===== config.mk =====
export PLATFORM = sky130hd
export DESIGN_NAME = sram_arbiter_flat
export DESIGN_NICKNAME = d
export VERILOG_FILES = /design/src/rtl/sram_arbiter_pkg.sv /design/src/rtl/sram_arbiter_if.sv /design/src/rtl/sram_arbiter_rr.sv /design/src/rtl/sram_arbiter.sv /design/src/flat_wrapper.sv
export SDC_FILE = /design/constraint.sdc
export NUM_CORES = 1
export LEC_CHECK = 0
export CORE_ASPECT_RATIO = 0.7
export CORE_MARGIN = 2
export CORE_UTILIZATION = 38
export DETAILED_ROUTE_END_ITERATION = 10
export HOLD_SLACK_MARGIN = 0.12
export PLACE_DENSITY_LB_ADDON = 0.1
export SYNTH_ARGS = -nofsm -noshare
export SYNTH_HDL_FRONTEND = slang
export SYNTH_HIERARCHICAL = 1
export SYNTH_SLANG_ARGS = --single-unit

===== constraint.sdc =====
create_clock -name clk -period 2.18 [get_ports clk]
set_clock_uncertainty 0.15 [all_clocks]
set_input_delay 0.436 -clock clk [delete_from_list [all_inputs] [get_ports clk]]
set_output_delay 0.436 -clock clk [all_outputs]
set_load 0.005 [all_outputs]

===== src/rtl/sram_arbiter_pkg.sv =====
// sram_arbiter_pkg: shared FSM state enum, default timeout and one-hot to index helper
package sram_arbiter_pkg;
  localparam int TIMEOUT_DEF = 15;
  typedef enum logic [1:0] {IDLE, ISSUE, WAIT} state_t;
  function automatic logic [1:0] oh_idx(input logic [3:0] oh);
    return oh[3] ? 2'd3 : oh[2] ? 2'd2 : oh[1] ? 2'd1 : 2'd0;
  endfunction
endpackage


===== src/rtl/sram_arbiter_if.sv =====
// sram_arbiter_if: requester bus (i_req/i_rnw/i_addr/i_wdata -> o_gnt/o_done/o_err/o_rdata) plus SRAM controller side (o_mem_* -> i_mem_*); slave = arbiter view, master = environment view
interface sram_arbiter_if #(
  parameter int NUM_REQ = 2,
  parameter int ADDR_WIDTH = 32,
  parameter int DATA_WIDTH = 32
);
  logic [NUM_REQ-1:0] i_req;
  logic [NUM_REQ-1:0] i_rnw;
  logic [NUM_REQ-1:0][ADDR_WIDTH-1:0] i_addr;
  logic [NUM_REQ-1:0][DATA_WIDTH-1:0] i_wdata;
  logic [NUM_REQ-1:0] o_gnt;
  logic [NUM_REQ-1:0] o_done;
  logic o_err;
  logic [DATA_WIDTH-1:0] o_rdata;
  logic o_mem_en;
  logic o_mem_rnw;
  logic [ADDR_WIDTH-1:0] o_mem_addr;
  logic [DATA_WIDTH-1:0] o_mem_wdata;
  logic [DATA_WIDTH-1:0] i_mem_rdata;
  logic i_mem_data_valid;
  modport slave (
    input i_req, i_rnw, i_addr, i_wdata, i_mem_rdata, i_mem_data_valid,
    output o_gnt, o_done, o_err, o_rdata, o_mem_en, o_mem_rnw, o_mem_addr, o_mem_wdata
  );
  modport master (
    output i_req, i_rnw, i_addr, i_wdata, i_mem_rdata, i_mem_data_valid,
    input o_gnt, o_done, o_err, o_rdata, o_mem_en, o_mem_rnw, o_mem_addr, o_mem_wdata
  );
endinterface


===== src/rtl/sram_arbiter_rr.sv =====
// rr_arbiter: combinational rotating-priority picker; req (N) + ptr (highest-priority index) -> one-hot gnt (N)
module rr_arbiter #(
  parameter int N = 2
) (
  input  logic [N-1:0]         req,
  input  logic [$clog2(N)-1:0] ptr,
  output logic [N-1:0]         gnt
);
  logic [N-1:0] rot;
  logic [N-1:0] pick;
  // rotate so ptr sits at bit 0, isolate lowest set bit, rotate back
  assign rot = N'({req, req} >> ptr);
  assign pick = rot & (~rot + N'(1));
  assign gnt = N'({pick, pick} >> (N - int'(ptr)));
endmodule


===== src/rtl/sram_arbiter.sv =====
// sram_arbiter: round-robin arbiter of NUM_REQ requesters onto one SRAM controller; clk, n_rst (sync active-low), bus (sram_arbiter_if.slave)
module sram_arbiter
  import sram_arbiter_pkg::*;
#(
  parameter int NUM_REQ = 2,
  parameter int ADDR_WIDTH = 32,
  parameter int DATA_WIDTH = 32,
  parameter int TIMEOUT = TIMEOUT_DEF
) (
  input logic clk,
  input logic n_rst,
  sram_arbiter_if.slave bus
);
  localparam int IW = $clog2(NUM_REQ);
  localparam int CW = $clog2(TIMEOUT + 1);
  state_t state;
  logic [IW-1:0] ptr;
  logic [IW-1:0] w;
  logic [NUM_REQ-1:0] gnt;
  logic [NUM_REQ-1:0] gnt_q;
  logic [NUM_REQ-1:0] done_q;
  logic [CW-1:0] cnt;
  logic err_q;
  logic rnw_q;
  logic [ADDR_WIDTH-1:0] addr_q;
  logic [DATA_WIDTH-1:0] wdata_q;
  logic [DATA_WIDTH-1:0] rdata_q;
  rr_arbiter #(.N(NUM_REQ)) u_rr (.req(bus.i_req), .ptr(ptr), .gnt(gnt));
  assign w = IW'(oh_idx(4'(gnt)));
  assign bus.o_gnt = (n_rst && state == IDLE) ? gnt : '0;
  assign bus.o_mem_en = n_rst && state == ISSUE;
  assign bus.o_mem_rnw = rnw_q;
  assign bus.o_mem_addr = addr_q;
  assign bus.o_mem_wdata = wdata_q;
  assign bus.o_done = done_q;
  assign bus.o_err = err_q;
  assign bus.o_rdata = rdata_q;
  always_ff @(posedge clk) begin
    if (!n_rst) begin
      state <= IDLE;
      ptr <= '0;
      cnt <= '0;
      gnt_q <= '0;
      done_q <= '0;
      err_q <= 1'b0;
      rdata_q <= '0;
      rnw_q <= 1'b1;
      addr_q <= '0;
      wdata_q <= '0;
    end else begin
      done_q <= '0;
      err_q <= 1'b0;
      case (state)
        IDLE:
          if (|bus.i_req) begin
            state <= ISSUE;
            gnt_q <= gnt;
            rnw_q <= bus.i_rnw[w];
            addr_q <= bus.i_addr[w];
            wdata_q <= bus.i_wdata[w];
            ptr <= (w == IW'(NUM_REQ - 1)) ? '0 : w + IW'(1);
          end
        ISSUE: begin
          state <= WAIT;
          cnt <= '0;
        end
        WAIT:
          if (bus.i_mem_data_valid) begin
            state <= IDLE;
            done_q <= gnt_q;
            if (rnw_q) rdata_q <= bus.i_mem_rdata;
          end else if (cnt == CW'(TIMEOUT - 1)) begin
            state <= IDLE;
            done_q <= gnt_q;
            err_q <= 1'b1;
          end else begin
            cnt <= cnt + CW'(1);
          end
        default: state <= IDLE;
      endcase
    end
  end
endmodule


===== src/flat_wrapper.sv =====
// flat-port wrapper written by rule: the top's interface ports become plain ports
module sram_arbiter_flat import sram_arbiter_pkg::*;
#(
  parameter int NUM_REQ = 2,
  parameter int ADDR_WIDTH = 32,
  parameter int DATA_WIDTH = 32,
  parameter int TIMEOUT = TIMEOUT_DEF
)
  (clk, n_rst, bus_i_req, bus_i_rnw, bus_i_addr, bus_i_wdata, bus_i_mem_rdata, bus_i_mem_data_valid, bus_o_gnt, bus_o_done, bus_o_err, bus_o_rdata, bus_o_mem_en, bus_o_mem_rnw, bus_o_mem_addr, bus_o_mem_wdata);
  sram_arbiter_if #(.NUM_REQ(NUM_REQ), .ADDR_WIDTH(ADDR_WIDTH), .DATA_WIDTH(DATA_WIDTH)) bus_i ();
  input logic clk;
  input logic n_rst;
  input wire logic [$bits(bus_i.i_req)-1:0] bus_i_req;
  input wire logic [$bits(bus_i.i_rnw)-1:0] bus_i_rnw;
  input wire logic [$bits(bus_i.i_addr)-1:0] bus_i_addr;
  input wire logic [$bits(bus_i.i_wdata)-1:0] bus_i_wdata;
  input wire logic [$bits(bus_i.i_mem_rdata)-1:0] bus_i_mem_rdata;
  input wire logic [$bits(bus_i.i_mem_data_valid)-1:0] bus_i_mem_data_valid;
  output wire logic [$bits(bus_i.o_gnt)-1:0] bus_o_gnt;
  output wire logic [$bits(bus_i.o_done)-1:0] bus_o_done;
  output wire logic [$bits(bus_i.o_err)-1:0] bus_o_err;
  output wire logic [$bits(bus_i.o_rdata)-1:0] bus_o_rdata;
  output wire logic [$bits(bus_i.o_mem_en)-1:0] bus_o_mem_en;
  output wire logic [$bits(bus_i.o_mem_rnw)-1:0] bus_o_mem_rnw;
  output wire logic [$bits(bus_i.o_mem_addr)-1:0] bus_o_mem_addr;
  output wire logic [$bits(bus_i.o_mem_wdata)-1:0] bus_o_mem_wdata;
  assign bus_i.i_req = bus_i_req;
  assign bus_i.i_rnw = bus_i_rnw;
  assign bus_i.i_addr = bus_i_addr;
  assign bus_i.i_wdata = bus_i_wdata;
  assign bus_i.i_mem_rdata = bus_i_mem_rdata;
  assign bus_i.i_mem_data_valid = bus_i_mem_data_valid;
  assign bus_o_gnt = bus_i.o_gnt;
  assign bus_o_done = bus_i.o_done;
  assign bus_o_err = bus_i.o_err;
  assign bus_o_rdata = bus_i.o_rdata;
  assign bus_o_mem_en = bus_i.o_mem_en;
  assign bus_o_mem_rnw = bus_i.o_mem_rnw;
  assign bus_o_mem_addr = bus_i.o_mem_addr;
  assign bus_o_mem_wdata = bus_i.o_mem_wdata;
  sram_arbiter #(.NUM_REQ(NUM_REQ), .ADDR_WIDTH(ADDR_WIDTH), .DATA_WIDTH(DATA_WIDTH), .TIMEOUT(TIMEOUT)) u_core (.clk(clk), .n_rst(n_rst), .bus(bus_i));
endmodule

## Word-level counts from Yosys, hierarchy flattened

Index checks and enable logic that the tools add are counted.

| word-level totals | value |
|---|---|
| flip-flop bits (word level) | 109 |
| latch bits | 0 |
| memory bits (writable) | 0 |
| ROM bits | 0 |
| input bits | 167 |
| output and inout bits | 103 |
| logic and storage cells | 58 |
| memories | 0 |

| cells by class | value |
|---|---|
| add/sub/neg operators | 4 |
| multipliers | 0 |
| div/mod/pow operators | 0 |
| order comparisons | 1 |
| equal/unequal tests | 7 |
| shift operators | 2 |
| muxes and demuxes | 19 |
| bitwise logic cells | 4 |
| reductions and logical operators | 11 |

Operators with widths:

| operator | count |
|---|---|
| $mux W32 | 4 |
| $shr A4 B32 Y2 | 1 |
| $mux W2 | 6 |
| $mux W4 | 2 |
| $pmux W4 S2 | 1 |
| $ne A2 B2 Y1 const B | 3 |
| $pmux W2 S3 | 1 |
| $reduce_and A2 Y1 | 3 |
| $reduce_and A3 Y1 | 2 |
| $mux W1 | 5 |
| $add A4 B1 Y4 const B | 1 |
| $eq A4 B4 Y1 const B | 1 |
| $shr A4 B1 Y2 | 1 |
| $ne A3 B2 Y1 const B | 1 |
| $reduce_or A3 Y1 | 1 |
| $sub A2 B1 Y3 const A | 1 |
| $add A2 B1 Y2 const B | 1 |
| $and A2 B2 Y2 | 1 |
| $eq A2 B1 Y1 const B | 1 |
| $eq A2 B2 Y1 const B | 1 |
| $logic_and A1 B1 Y1 | 2 |
| $logic_not A2 Y1 | 1 |
| $lt A1 B2 Y1 const B | 1 |
| $not A1 Y1 | 2 |
| 4 further kinds | 4 |

## Longest topological paths before layout

Gate-level depths: netlist (run 1).

| depth | value |
|---|---|
| depth in word-level cells | 8 |
| depth in mapped cells | 7 |
| mapped depth without buffers | 5 |

## Hierarchy

Netlist (run 1), hierarchy kept.

By module, submodules not included:

| module | times used | cells each | area each (um^2) | sequential area each (um^2) |
|---|---|---|---|---|
| sram_arbiter | 1 | 504 | 4635.7 | 2182.1 |
| rr_arbiter | 1 | 3 | 18.8 | 0.0 |

## Worst setup path before layout (run 1)

Ideal clock, no wire load.

| timing path | value |
|---|---|
| path kind | input-to-output |
| from | in bus_i_req[1] |
| to | out bus_o_gnt[1] |
| arrival time | 1293 ps |
| data required time | 1594 ps |
| slack | 301 ps |
| stages on the path | 5 |
| path buffers | 3 |
| cells stage by stage | a21boi_1 -> buf_2 -> buf_4 -> buf_4 -> nor3b_1 |

| between the ends | value |
|---|---|
| longest elaborated chain between the ends | 6 |

Ends and longest elaborated chain:

| what | RTL line | text |
|---|---|---|
| start: declaration | flat_wrapper.sv:13 | `input wire logic [$bits(bus_i.i_req)-1:0] bus_i_req;` |
| $shr A4 B1 Y2 (*) | sram_arbiter_rr.sv:12 | `assign rot = N'({req, req} >> ptr);` |
| $not A2 Y2 | sram_arbiter_rr.sv:13 | `assign pick = rot & (~rot + N'(1));` |
| $add A2 B1 Y2 | sram_arbiter_rr.sv:13 |  |
| $and A2 B2 Y2 (*) | sram_arbiter_rr.sv:13 |  |
| $shr A4 B32 Y2 (*) | sram_arbiter_rr.sv:14 | `assign gnt = N'({pick, pick} >> (N - int'(ptr)));` |
| $mux W2 (*) | sram_arbiter.sv:30 | `assign bus.o_gnt = (n_rst && state == IDLE) ? gnt : '0;` |
| end: declaration | flat_wrapper.sv:19 | `output wire logic [$bits(bus_i.o_gnt)-1:0] bus_o_gnt;` |

Mark *: on every way between the ends. The rest lies on a longest branch, timed or not.

## Worst setup path in the final report (run 1)

| timing path | value |
|---|---|
| from | reg u_core.state[1] |
| to | out bus_o_mem_en |

| between the ends | value |
|---|---|
| longest elaborated chain between the ends | 2 |

Ends and longest elaborated chain:

| what | RTL line | text |
|---|---|---|
| start: declaration | sram_arbiter.sv:16 | `state_t state;` |
| start signal: assignment | sram_arbiter.sv:40 | `state <= IDLE;` |
| start signal: assignment | sram_arbiter.sv:56 | `state <= ISSUE;` |
| start signal: assignment | sram_arbiter.sv:64 | `state <= WAIT;` |
| $eq A2 B1 Y1 | sram_arbiter.sv:31 | `assign bus.o_mem_en = n_rst && state == ISSUE;` |
| $logic_and A1 B1 Y1 | sram_arbiter.sv:31 |  |
| end: declaration | flat_wrapper.sv:23 | `output wire logic [$bits(bus_i.o_mem_en)-1:0] bus_o_mem_en;` |

No other way between the ends.

==> results of run 1 <==
==> per-stage QoR <==
stage | setup TNS [ps] | hold slack, ps
global placement | -9223 | 287.1
CTS | 0 | 306.7
floorplan | 0 | 272.9
finish | 0 | 302.9
global route | 0 | 322.7
detailed placement | -10930 | 297.1
==> per-layer routing <==
metal  global-route usage [%]  vias to the layer above  wire, microns
met5                        0                        -              0
met4                    7.292                        0            241
met3                    6.312                       18           1034
met2                    41.08                      152           7796
met1                    26.76                     2240           6312
li1                         -                     2347              -
==> Yosys cell counts, types with 2 or more instances <==
cell / n
nand2_1: 64
nand3_1: 6
ha_1: 2
inv_1: 5
buf_4: 8
buf_2: 18
o21ai_0: 4
a22oi_1: 2
a211oi_1: 64
mux2i_1: 65
clkbuf_1: 23
dfxtp_1: 109
nor3_1: 2
nor2_1: 3
nor2b_1: 2
and2_1: 3
nor3b_1: 4
o22ai_1: 4
a21oi_1: 100
==> power breakdown <==
part	total (uW)	switching, uW	internal (uW)
clock network	1660	723	932
logic	1340	542	802
registers	2260	97.9	2170
==> sequential cells by signal, indices dropped and copies added, names as in the netlist <==
name                    count
u_core/gnt_q                2
u_core/bus.o_mem_addr      32
u_core/bus.o_rdata         32
u_core/ptr                  1
u_core/bus.o_err            1
u_core/cnt                  4
u_core/state                2
u_core/bus.o_done           2
u_core/bus.o_mem_wdata     32
u_core/bus.o_mem_rnw        1
==> cells in the final DEF, fill, tap and decap left out, types with 2 or more instances in the layout <==
cell type	instances
nor2_4	2
clkbuf_16	9
clkbuf_1	2
clkdlybuf4s50_1	265
nor3b_1	2
nor3b_2	2
nor3_1	2
a21oi_1	100
nand2_1	64
nand3_1	6
a211oi_1	64
buf_4	14
inv_1	4
inv_6	2
nor2_1	2
and2_1	3
ha_1	2
o22ai_1	4
dfxtp_1	109
buf_12	6
mux2i_1	65
a22oi_1	2
o21ai_0	4
dlygate4sd2_1	2
==> critical path: cells and delay by family (launching register included) <==
family | cells | cell delay, ps
simple gates | 2 | 280
flops | 1 | 390
buf+inv | 1 | 490
==> kinds of logic after synthesis <==
family	share of synthesized area [%]
compound gates	23.39
fa+ha+maj	0.5375
buf+inv	5.484
flops	46.88
mux	13.98
simple gates	9.732
==> final cells by class <==
cell class / instances / area share [%]
clock buffers: 12 / 3.120
clock inverters: 4 / 0.6969
inverters: 5 / 0.2376
flip-flops and latches: 109 / 27.62
repair buffers: 291 / 37.33
multi-input cells: 344 / 28.51
well taps: 157 / 2.487
==> worst paths after layout <==
kind                                     to
setup reg to reg  u_core/bus.o_mem_addr[15]
hold reg to reg      u_core/bus.o_rdata[25]
setup / recovery               bus_o_mem_en
hold / removal       u_core/bus.o_rdata[25]
==> what timing repair did <==
item,in CTS,in global routing
endpoints found under the setup margin,3,5
gates cloned,0,0
buffers inserted,1,1
gates resized for setup,10,4
pin swaps,0,0
==> flow_metrics.tcl, run 1 <==
set metrics [dict create \
    final_cell_area_sq_um 7900 \
    yosysTopAreaCellShare_pct 46.88 \
    post-place-ws_ps -325.8 \
    h-tree-depth 3 \
    grtUsageTotal_pct 22.89 \
    hpwl_microns 11100 \
    finalNonFillerCells 922 \
    max_stage_delay_ps 490 \
    critPathLaunchType "register" \
    rsz0062_at_grt "false" \
    avgRoutedWirePerCell_microns 16.69 \
    fmaxAchievable_ghz 0.4794 \
    fin_ws_ps 94.12 \
    hold_depth 2 \
    drt_pass1_iterations 6 \
    multi_input_area_sq_um 2252 \
    fin_crit_ps 2086 \
    power.density_nw_per_um2 666.1 \
    clk_pin_slew_worst_paths_ps 70 \
    synth-seq-cells 109 \
    crit_arrival_ps 1500 \
    worstSkewPairLatency_ps 340 \
    cts_tree "done" \
    synth-async-reset-ratio_pct 0 \
    setup_viol 0 \
    holdCritPathClass "reg -> reg" \
    slew_headroom_pct 70.22 \
    leakage_uw 0.002851 \
    drt_iter0_drc 210 \
    grt_start_max_net_pins 65 \
    synth_edf_count 0 \
    dpl_cell_area_sq_um 7564 \
    io_pins 270 \
    insertedDiodeCount 0 \
    finalMaxSlewViolations 0 \
    yosysSeqAreaShare_pct 46.88 \
    synthDistinctLibCells 38 \
    path_cells "nor2b_2 > and2_1 > clkdlybuf4s50_1" \
    drive_gt1_share_pct 6.013 \
    die_x_microns 136.3 \
    hold_viol 0 \
    rows 33 \
    synth_top_area_cell "dfxtp_1" \
    seq_area_sq_um 2182 \
    ys_warn_count 6 \
    wirelength_microns 15380 \
    dp.cells 904 \
    slowest_stage "clkdlybuf4s50_1" \
    gp_congestion 0.7760 \
    worst-path-max-fanout 7 \
    clock_path_buffers 2 \
    worstMarginPinSlew_ps 446.7 \
    antenna_found_initial 0 \
    drc 0 \
    fin_nets 929 \
    vias 4757 \
    fin_crit_sh_pct 95.68 \
    crit_type "reg -> out" \
    drv_cap 0 \
    critPathLaunch "u_core/state[1]" \
    cts-root-buf "clkbuf_16" \
    final_util_pct 66.90 \
    synth-main-ff-cell "dfxtp_1" \
    syn_area_sq_um 4654 \
    reg2reg_setup_slack_ps 290 \
    gr-total-overflow 0 \
    status "complete, no violations" \
    syn_to_final_growth_pct 69.73 \
    worstHoldStart "u_core/bus.o_rdata[25]" \
    syn-num-nets 676 \
    grt_pass1_vias 4718 \
    timing.rr.start "u_core/ptr" \
    numCtsBuffers 9 \
    fp.dieH_microns 96.60 \
    endpoint_kind "output pin" \
    initial_utilization_pct 39.42 \
    rr_worst_depth 6 \
    ant_nets 0 \
    grt_pass1_wl_microns 23670 \
    required_ps 1590 \
    fill_cells 953 \
    cts.sinks 109 \
    design.core.area_sq_um 11810 \
    synthTopCellsByArea "dfxtp_1, mux2i_1, a21oi_1" \
    ir_drop_uv 414.3 \
    hold_buffers 0 \
    p_total_uw 5262 \
    port_buffers 269 \
    dieArea_sq_um 13160 \
    synth_cells 507 \
    via_per_inst 5.159 \
    postSynthAreaPerCell_sq_um 9.180 \
]
(Power assumes the default switching activity.)
==> run 2, diff against run 1 <==
SYNTH_HIERARCHICAL = not set   (was 1)
==> run 2 against run 1 <==
Worst setup slack got worse by 43 ps. Global-route usage up 1.2 points. Count of clock-buffer cells in the layout shrank 1. Sequential share of layout area up 0.65 points. Highest routed layer is now met5. Final cell count up 2.7%. Synthesized cell count up 7.5%. Register-to-register slack better by 30 ps. First-iteration DRC count is 41% higher. Via count is 6.7% higher.
==> flow_metrics.tcl, run 2 <==
set metrics [dict create \
    status "complete, no violations" \
    synth-seq-cells 109 \
    synth_edf_count 0 \
    p_total_uw 5241 \
    slew_headroom_pct 54.92 \
    synthTopCellsByArea "dfxtp_1, nand3_1, a31oi_1" \
    rows 33 \
    drt_pass1_iterations 5 \
    setup_viol 0 \
    postSynthAreaPerCell_sq_um 8.318 \
    drc 0 \
    rsz0062_at_grt "false" \
    drv_cap 0 \
    gp_congestion 0.7930 \
    rr_worst_depth 5 \
    cts_tree "done" \
    ir_drop_uv 513.2 \
    hold_path_end "u_core.gnt_q[0]" \
    grt_pass1_vias 4769 \
    slowest_stage "clkdlybuf4s50_1" \
    reg2reg_setup_slack_ps 320 \
    synth_top_area_cell "dfxtp_1" \
    numCtsBuffers 9 \
    post-place-ws_ps -291.4 \
    crit_type "in -> out" \
    synth-async-reset-ratio_pct 0 \
    fin_ws_ps 50.97 \
    ant_nets 0 \
    syn_to_final_growth_pct 70.38 \
    synth-main-ff-cell "dfxtp_1" \
    design.core.area_sq_um 11690 \
    holdCritPathClass "reg -> reg" \
    grt_start_max_net_pins 66 \
    io_pins 270 \
    endpoint_kind "output pin" \
    synthTopCellsByCount "dfxtp_1, nand3_1, nand2_1" \
    wirelength_microns 15880 \
    required_ps 1590 \
    grtUsageTotal_pct 24.12 \
    gr-total-overflow 0 \
    dpl_cell_area_sq_um 7375 \
    final_common_cell "clkdlybuf4s50_1" \
    fill_cells 953 \
    fp.dieH_microns 95.38 \
    grt_pass1_wl_microns 24750 \
    dr_wl_met2_microns 7857 \
    fin_crit_sh_pct 97.66 \
    max_stage_delay_ps 470 \
    cts.sinks 109 \
    final_cell_area_sq_um 7724 \
    path_cells "clkdlybuf4s50_1 > nor3b_4 > and3_4 > clkdlybuf4s15_1" \
    synth.most_common_cell "dfxtp_1" \
    ys_warn_count 0 \
    synth_cells 545 \
    hold_viol 0 \
    syn_area_sq_um 4533 \
    leakage_uw 0.002728 \
    worstMarginPinSlew_ps 676.2 \
    yosysSeqAreaShare_pct 48.14 \
    hold_depth 1 \
    synthDistinctLibCells 34 \
    setup_tns_ps 0 \
    fin_crit_ps 2129 \
    dieArea_sq_um 12830 \
    worstHoldStart "u_core.gnt_q[0]" \
    clk_pin_slew_worst_paths_ps 70 \
    cts-root-buf "clkbuf_16" \
    fin_nets 955 \
    finalNonFillerCells 947 \
    finalMaxSlewViolations 0 \
    via_per_inst 5.361 \
    drt_iter0_drc 296 \
    insertedDiodeCount 0 \
    r2r_end "u_core.bus.o_mem_addr[23]" \
    worstSkewPairLatency_ps 340 \
    hold_buffers 0 \
    initial_utilization_pct 38.79 \
    die_x_microns 134.5 \
    vias 5077 \
    power.density_nw_per_um2 678.6 \
    worst-path-max-fanout 2 \
    clock_path_buffers 2 \
    dr.max_layer_used "met5" \
    fmaxAchievable_ghz 0.4697 \
    critPathLaunchType "input port" \
    crit_arrival_ps 1540 \
    final_cell_mix "clkdlybuf4s50_1, dfxtp_1, nand3_1" \
    hpwl_microns 10910 \
    port_buffers 269 \
    wl_met3_microns 1275 \
    drive_gt1_share_pct 5.949 \
    syn-num-nets 714 \
    h-tree-depth 3 \
    dp.cells 932 \
    path_delay_family "buffers and inverters" \
    timing.rr.start "u_core.ptr" \
    yosysTopAreaCellShare_pct 48.14 \
    wirelength_met1_microns 6541 \
    cp_num_buf_inv 2 \
    avgRoutedWirePerCell_microns 16.76 \
    antenna_found_initial 1 \
]
[run 2: changes by cell type in the layout (fill, tap and decap cells not counted), sizes merged, moves of 4 or more]
| cell | delta |
|---|---|
| mux2i | -65 |
| and3 | +4 |
| and4 | +15 |
| a211oi | -64 |
| nand3 | +93 |
| inv | -5 |
| o21ai | +45 |
| nand3b | +4 |
| a221o | +16 |
| a21oi | -66 |
| a31oi | +48 |
[run 2: logic make-up after synthesis]
group                      after synthesis  share of synthesized area [%]
and+or+nand+nor                        211                          23.79
AOI/OAI and AO/OA                      160                          21.42
DFF                                    109                          48.14
buffers and inverters                   63                          6.100
adders and majority gates                2                         0.5519
[run 2: stage by stage]
step	hold WS [ps]	utilization [%]
final	298.5	66.10
after global routing	327.9	66.10
after CTS	304.0	66.13
after detailed placement	287.7	63.11
after global placement	277.4	63.11
after floorplan	267.6	-
[run 2: layout make-up]
cell class | instances | area, sq um | share of cell area, %
inverters | 2 | 7.507 | 0.09720
clock buffers | 11 | 252.7 | 3.272
multi-input cells | 373 | 2113 | 27.36
clock inverters | 4 | 95.09 | 1.231
repair buffers | 291 | 2875 | 37.23
flip-flops and latches | 109 | 2183 | 28.27
well taps | 157 | 196.4 | 2.543
[run 2: worst max path at each step]
| stage | endpoint | slack, ps | cells past startpoint | startpoint |
|---|---|---|---|---|
| floorplan | bus_o_gnt[1] | 460 | 4 | u_core.state[0] |
| global placement | bus_o_gnt[0] | -300 | 5 | bus_i_req[1] |
| finish | bus_o_gnt[1] | 50 | 4 | bus_i_req[1] |
| CTS | bus_o_gnt[0] | 4 | 5 | bus_i_req[1] |
| global route | bus_o_gnt[1] | 7 | 4 | bus_i_req[1] |
| detailed placement | bus_o_gnt[0] | -290 | 5 | bus_i_req[1] |
[run 2: layer usage]
layer  up-vias  global-route usage, %
met4         2                  6.754
met5         -                      0
li1       2473                      -
met1      2393                  30.08
met2       193                  40.26
met3        16                  7.974
[run 2: timing repair]
item / 4_1_cts / 5_1_grt
buffers inserted: 0 / 0
resized for setup: 8 / 2
setup endpoints to repair: 3 / 2
[run 2: worst register-to-register path: cells and delay by family (launching register included)]
kind / cells / cell delay, ps
compound gates: 1 / 190
simple gates: 2 / 260
buf+inv: 2 / 790
flops: 1 / 400
[run 2: power breakdown]
part           leakage, uW  internal [uW]  switching, uW
sequential        0.000892           2140           78.0
clock             0.000172           1180            706
combinational      0.00166            662            482
==> edit 1 (settings of run 1) <==
Make the reset (`n_rst`) asynchronous in one clocked block.
--- a/src/rtl/sram_arbiter.sv
+++ b/src/rtl/sram_arbiter.sv
@@ -35,7 +35,7 @@
   assign bus.o_done = done_q;
   assign bus.o_err = err_q;
   assign bus.o_rdata = rdata_q;
-  always_ff @(posedge clk) begin
+  always_ff @(posedge clk or negedge n_rst) begin
     if (!n_rst) begin
       state <= IDLE;
       ptr <= '0;
Formal check against the unedited RTL: differs if n_rst is asserted again (counterexample within 4 cycles, from zero or initial values and one cycle with n_rst low); with n_rst held inactive, the same outputs for 4 cycles.
==> edit 1 against run 1 <==
- synthesized area is 7.9% higher
- wire length is 14% lower
- cell area is 5.1% higher
- non-clock buffer count is 7 lower
- hold slack worse by 0.19 ns
- sequential share of layout area is 5.3 points higher
- worst setup slack better by 0.087 ns
- sequential cell count stayed put
- critical path depth stayed put
- highest routed layer unchanged
Power is not compared: it rests on default switching activity, and its combinational part moved more than twofold at a synthesized area within 25%.
==> edit 1: results (changes against run 1) <==
## Global route
* **largest net degree at the start of global routing** 61, -6.2%
* **GR Util All Layers** 0.191, -0.0383
* **vias in the first global route** 3,869, -18%
* **wire length of the first global-routing pass** 20,800 µm, -12%

## Critical path
* **capture instance of the worst register-to-register path** u_core/bus.o_mem_addr[22]$_DFFE_PN0P_
* **Worst R2R Setup Slack** 0.27 ns, -0.02 ns
* **start point of the critical path** u_core/state[0]$_DFFE_PN0P_
* **endpoint of the most critical setup path** bus_o_gnt[0]
* **worst-path maximum fanout** 5, -2
* **Critical R2R Launch** u_core/ptr$_DFFE_PN0P_
* **worst endpoint data arrival time** 1.41 ns, -0.09 ns

## Place
* **global placement routability congestion** 0.737, -5.0%
* **placed insts** 760, -16%
* **half-perimeter wire length after detailed placement** 10,100 µm, -9.0%

## Logic synthesis
* **synthesized-area fraction occupied by xor and xnor cells** 0, unchanged
* **post-synthesis async set-or-reset flop share** 1.00, +1.00
* **Post-Syn Area** 5020 µm², +7.9%
* **most frequent cells after synthesis** 147 x mux2_2, 108 x dfrtp_1, 17 x mux2_4
* **nets in the synthesized netlist** 498, -26%
* **post-synthesis compound-gate area fraction** 0.00722, -0.227
* **portion of netlist area occupied by mux cells** 0.388, +0.249
* **count of cell types in the netlist** 28, -26%
* **share of the yosys chip area belonging to registers** 0.543, +0.0745
* **most frequently used flop master after synthesis** dfrtp_1
* **warnings from Yosys** 6, unchanged
* **area share of fa/ha/maj cells after synthesis** 0.00498, -0.000394
* **instance count of the mapped netlist** 329, -35%
* **cells taking the most area after synthesis** dfrtp_1 54%, mux2_2 33%, mux2_4 5.1%, buf_6 1.1%, mux2i_1 0.80%

## STA
* **Slew Limit Headroom** 0.496, -0.206

## Clock network
* **Clock Path Buffers** 2, unchanged
* **number of gates resized after cts** 7, -3
* **number of buffers added for setup after CTS** 0, -1
* **clock tree root buffer cell** clkbuf_16

## Detailed routing
* **number of DRC markers after the initial detailed-route iteration** 87, -59%
* **DR vias/cell** 4.68, -9.2%
* **number of detailed-routing iterations run before antenna repair** 4, -2
* **wire length per cell after detailed routing** 17.1 µm, +2.5%

## Cells and area
* **proportion of layout cells with a drive suffix above 1** 0.330, +0.270
* **Final Non-Filler Cells** 775, -16%
* **layout filler cell count** 1,008, +5.8%
* **nets** 774, -17%

## Status
* **run status** completed

## Worst hold path
* **type of the worst min-delay path** input pin to async pin

edit 1: changes by cell type after synthesis, sizes merged, moves of 61 or more:
cell	before	now
a211oi	64	0
dfxtp	109	0
mux2	0	164
a21oi	100	1
dfrtp	0	108
mux2i	65	4
edit 1: stage by stage:
stage	util	setup WS [ns]	cell area, µm²	hold WS [ns]	total power, W
after CTS	0.636	0.0290	8300	0.127	0.0102
final	0.636	0.181	8300	0.111	0.0101
after floorplan	-	0.354	5020	-0.00959	0.00567
after global routing	0.636	0.0961	8300	0.161	0.0107
after detailed placement	0.610	-0.242	7970	0.320	0.00839
after global placement	0.610	-0.227	7970	0.317	0.00827
edit 1: cell type report:
cell class / instances / area [µm²] / area share
clock inverter: 3 / 68.8 / 0.00829
clock buffer: 12 / 256 / 0.0309
inverter: 5 / 18.8 / 0.00226
sequential: 109 / 2730 / 0.329
timing repair buffer: 284 / 2870 / 0.345
multi-input combinational: 196 / 2150 / 0.259
tap: 166 / 208 / 0.0250
edit 1: routing by layer:
| layer | part of all wire | global-route usage |
|---|---|---|
| met1 | 0.41 | 0.233 |
| met2 | 0.49 | 0.325 |
| met3 | 0.085 | 0.0654 |
| met4 | 0.016 | 0.0515 |
| met5 | 0 | 0 |
edit 1: cell families (layout without fill, tap and decap cells):
kind of cell	after synthesis	after routing
compound gates	5	5
fa+ha+maj	2	2
flops	109	109
buf+inv	24	304
mux	168	168
simple gates	21	21
edit 1: power breakdown:
part	leakage (nW)	internal [W]	switching, W	total, W
clock	0.159	0.00107	0.000701	0.00177
sequential	1.30	0.00303	0.000528	0.00356
combinational	2.03	0.00329	0.00147	0.00475
edit 1: worst max-delay path, stage by stage, from the launching register on:
cell           delay, ns
dfrtp_1             0.42
nor2_2              0.23
and3_1              0.19
dlygate4sd2_1       0.23
==> edit 2 (flow settings as in run 1) <==
Without the edit above. `DATA_WIDTH` is set to 32 in 3 places; all go to 16.
--- a/src/rtl/sram_arbiter_if.sv
+++ b/src/rtl/sram_arbiter_if.sv
@@ -2,7 +2,7 @@
 interface sram_arbiter_if #(
   parameter int NUM_REQ = 2,
   parameter int ADDR_WIDTH = 32,
-  parameter int DATA_WIDTH = 32
+  parameter int DATA_WIDTH = 16
 );
   logic [NUM_REQ-1:0] i_req;
   logic [NUM_REQ-1:0] i_rnw;
--- a/src/rtl/sram_arbiter.sv
+++ b/src/rtl/sram_arbiter.sv
@@ -4,7 +4,7 @@
 #(
   parameter int NUM_REQ = 2,
   parameter int ADDR_WIDTH = 32,
-  parameter int DATA_WIDTH = 32,
+  parameter int DATA_WIDTH = 16,
   parameter int TIMEOUT = TIMEOUT_DEF
 ) (
   input logic clk,
--- a/src/flat_wrapper.sv
+++ b/src/flat_wrapper.sv
@@ -3,7 +3,7 @@
 #(
   parameter int NUM_REQ = 2,
   parameter int ADDR_WIDTH = 32,
-  parameter int DATA_WIDTH = 32,
+  parameter int DATA_WIDTH = 16,
   parameter int TIMEOUT = TIMEOUT_DEF
 )
   (clk, n_rst, bus_i_req, bus_i_rnw, bus_i_addr, bus_i_wdata, bus_i_mem_rdata, bus_i_mem_data_valid, bus_o_gnt, bus_o_done, bus_o_err, bus_o_rdata, bus_o_mem_en, bus_o_mem_rnw, bus_o_mem_addr, bus_o_mem_wdata);
Interface: changed (resized bus_i_mem_rdata, bus_i_wdata, bus_o_mem_wdata and bus_o_rdata); port bits go from 270 to 190. The function was not compared with the original's and may differ.
==> edit 2 against run 1 <==
- the flow now finishes with violations (negative setup slack)
- global-route usage shrank 1.3 points
- synthesized area down 26%
- worst setup slack worse by 0.098 ns
- register-to-register slack better by 0.07 ns
- total power decreased by 25%
- core utilization shrank 1.8 points
- critical path depth up 1
- sequential cell count down 32
- via count decreased by 26%
- wire length decreased by 30%
- cell area is 26% lower
- maximum frequency fell by 4.5%
- largest cell class unchanged
- highest routed layer unchanged
==> edit 2: results (changes against run 1) <==
## Status
* **run status** complete, but fails checks
* **violated checks** negative setup slack

## Global route
* **largest net degree at the start of global routing** 51, -22%
* **vias in the first global route** 3,419, -28%
* **Global Route met3 Usage** 0.0902, +0.0270
* **met1 usage** 0.262, -0.00521
* **GR Util All Layers** 0.216, -0.0127

## Clock network
* **number of gates resized after cts** 11, +1

## Detailed routing
* **met2 wire length** 4930 µm, -37%
* **wire length per cell after detailed routing** 15.8 µm, -5.1%
* **number of DRC markers after the initial detailed-route iteration** 255, +21%
* **number of vias in the routed layout** 3,516, -26%

## STA
* **setup-violating endpoint count in the final report** 1, +1
* **slack of the critical path** -0.00369 ns, -0.0978 ns
* **worst hold-check slack** 0.304 ns, +0.000935 ns

## Place
* **half-perimeter wire length after detailed placement** 7400 µm, -33%
* **global placement routability congestion** 0.762, -1.8%

## Pwr
* **Pwr Density** 682 nW/µm², +2.4%
* **Power Internal** 0.00290 W, -26%
* **leakage power of the design** 2.12 nW, -26%
* **power in sequential cells** 0.00162 W, -28%

## Critical path
* **Setup CP Type** input pin to output pin
* **Worst R2R Setup Slack** 0.36 ns, +0.07 ns
* **worst-path maximum fanout** 2, -5

## Worst hold path
* **startpoint of the most critical hold path** u_core/bus.o_rdata[1]$_SDFFE_PN0P_

## Cells and area
* **proportion of layout cells with a drive suffix above 1** 0.105, +0.0444

## Logic synthesis
* **cells taking the most area after synthesis** dfxtp_1 45%, mux2i_1 14%, a21oi_1 9.9%, a211oi_1 8.1%, a211oi_2 4.0%

-- edit 2: cell types whose count changed after synthesis, moves of 3 or more --
| cell | before | now |
|---|---|---|
| a211oi_1 | 64 | 37 |
| a211oi_2 | 0 | 11 |
| a21oi_1 | 100 | 68 |
| buf_2 | 18 | 11 |
| buf_4 | 8 | 1 |
| buf_6 | 0 | 3 |
| clkbuf_1 | 23 | 19 |
| dfxtp_1 | 109 | 77 |
| mux2i_1 | 65 | 49 |
| nand2_1 | 64 | 32 |
-- edit 2: how the worst max path moves through the flow --
stage / depth (start not counted) / endpoint
after floorplan: 4 / bus_o_gnt[1]
after global placement: 4 / bus_o_gnt[0]
after detailed placement: 4 / bus_o_gnt[0]
after CTS: 5 / bus_o_gnt[1]
after global routing: 4 / bus_o_gnt[0]
final: 4 / bus_o_gnt[0]
-- edit 2: cell families (layout without fill, tap and decap cells) --
logic type	count (synthesis)	after routing	share of synthesized area
muxes	49	49	0.142
DFF	77	77	0.448
adders and majority gates	2	2	0.00726
AOI/OAI and AO/OA	132	132	0.251
buffers and inverters	40	230	0.0556
and+or+nand+nor	65	65	0.0966
-- edit 2: worst min-delay path: stages, from the launching register on --
cell     delay [ns]
dfxtp_1        0.30
nand2_1        0.05
a21oi_1        0.05
-- edit 2: final cells by class --
cell class | count | area (µm²)
Tap cell | 124 | 155
Fill cell | 770 | 3110
Inverter | 5 | 18.8
Sequential cell | 77 | 1540
Multi-Input combinational cell | 248 | 1760
Timing Repair Buffer | 209 | 2080
Clock inverter | 6 | 30.0
Clock buffer | 10 | 229
-- edit 2: metrics by stage --
step	std cells	worst slack, ns	cell area (µm²)
CTS	679	0.0174	5800
global route	679	-0.0131	5810
global placement	662	-0.257	5520
detailed placement	662	-0.302	5520
finish	679	-0.00369	5810
floorplan	365	0.399	3440
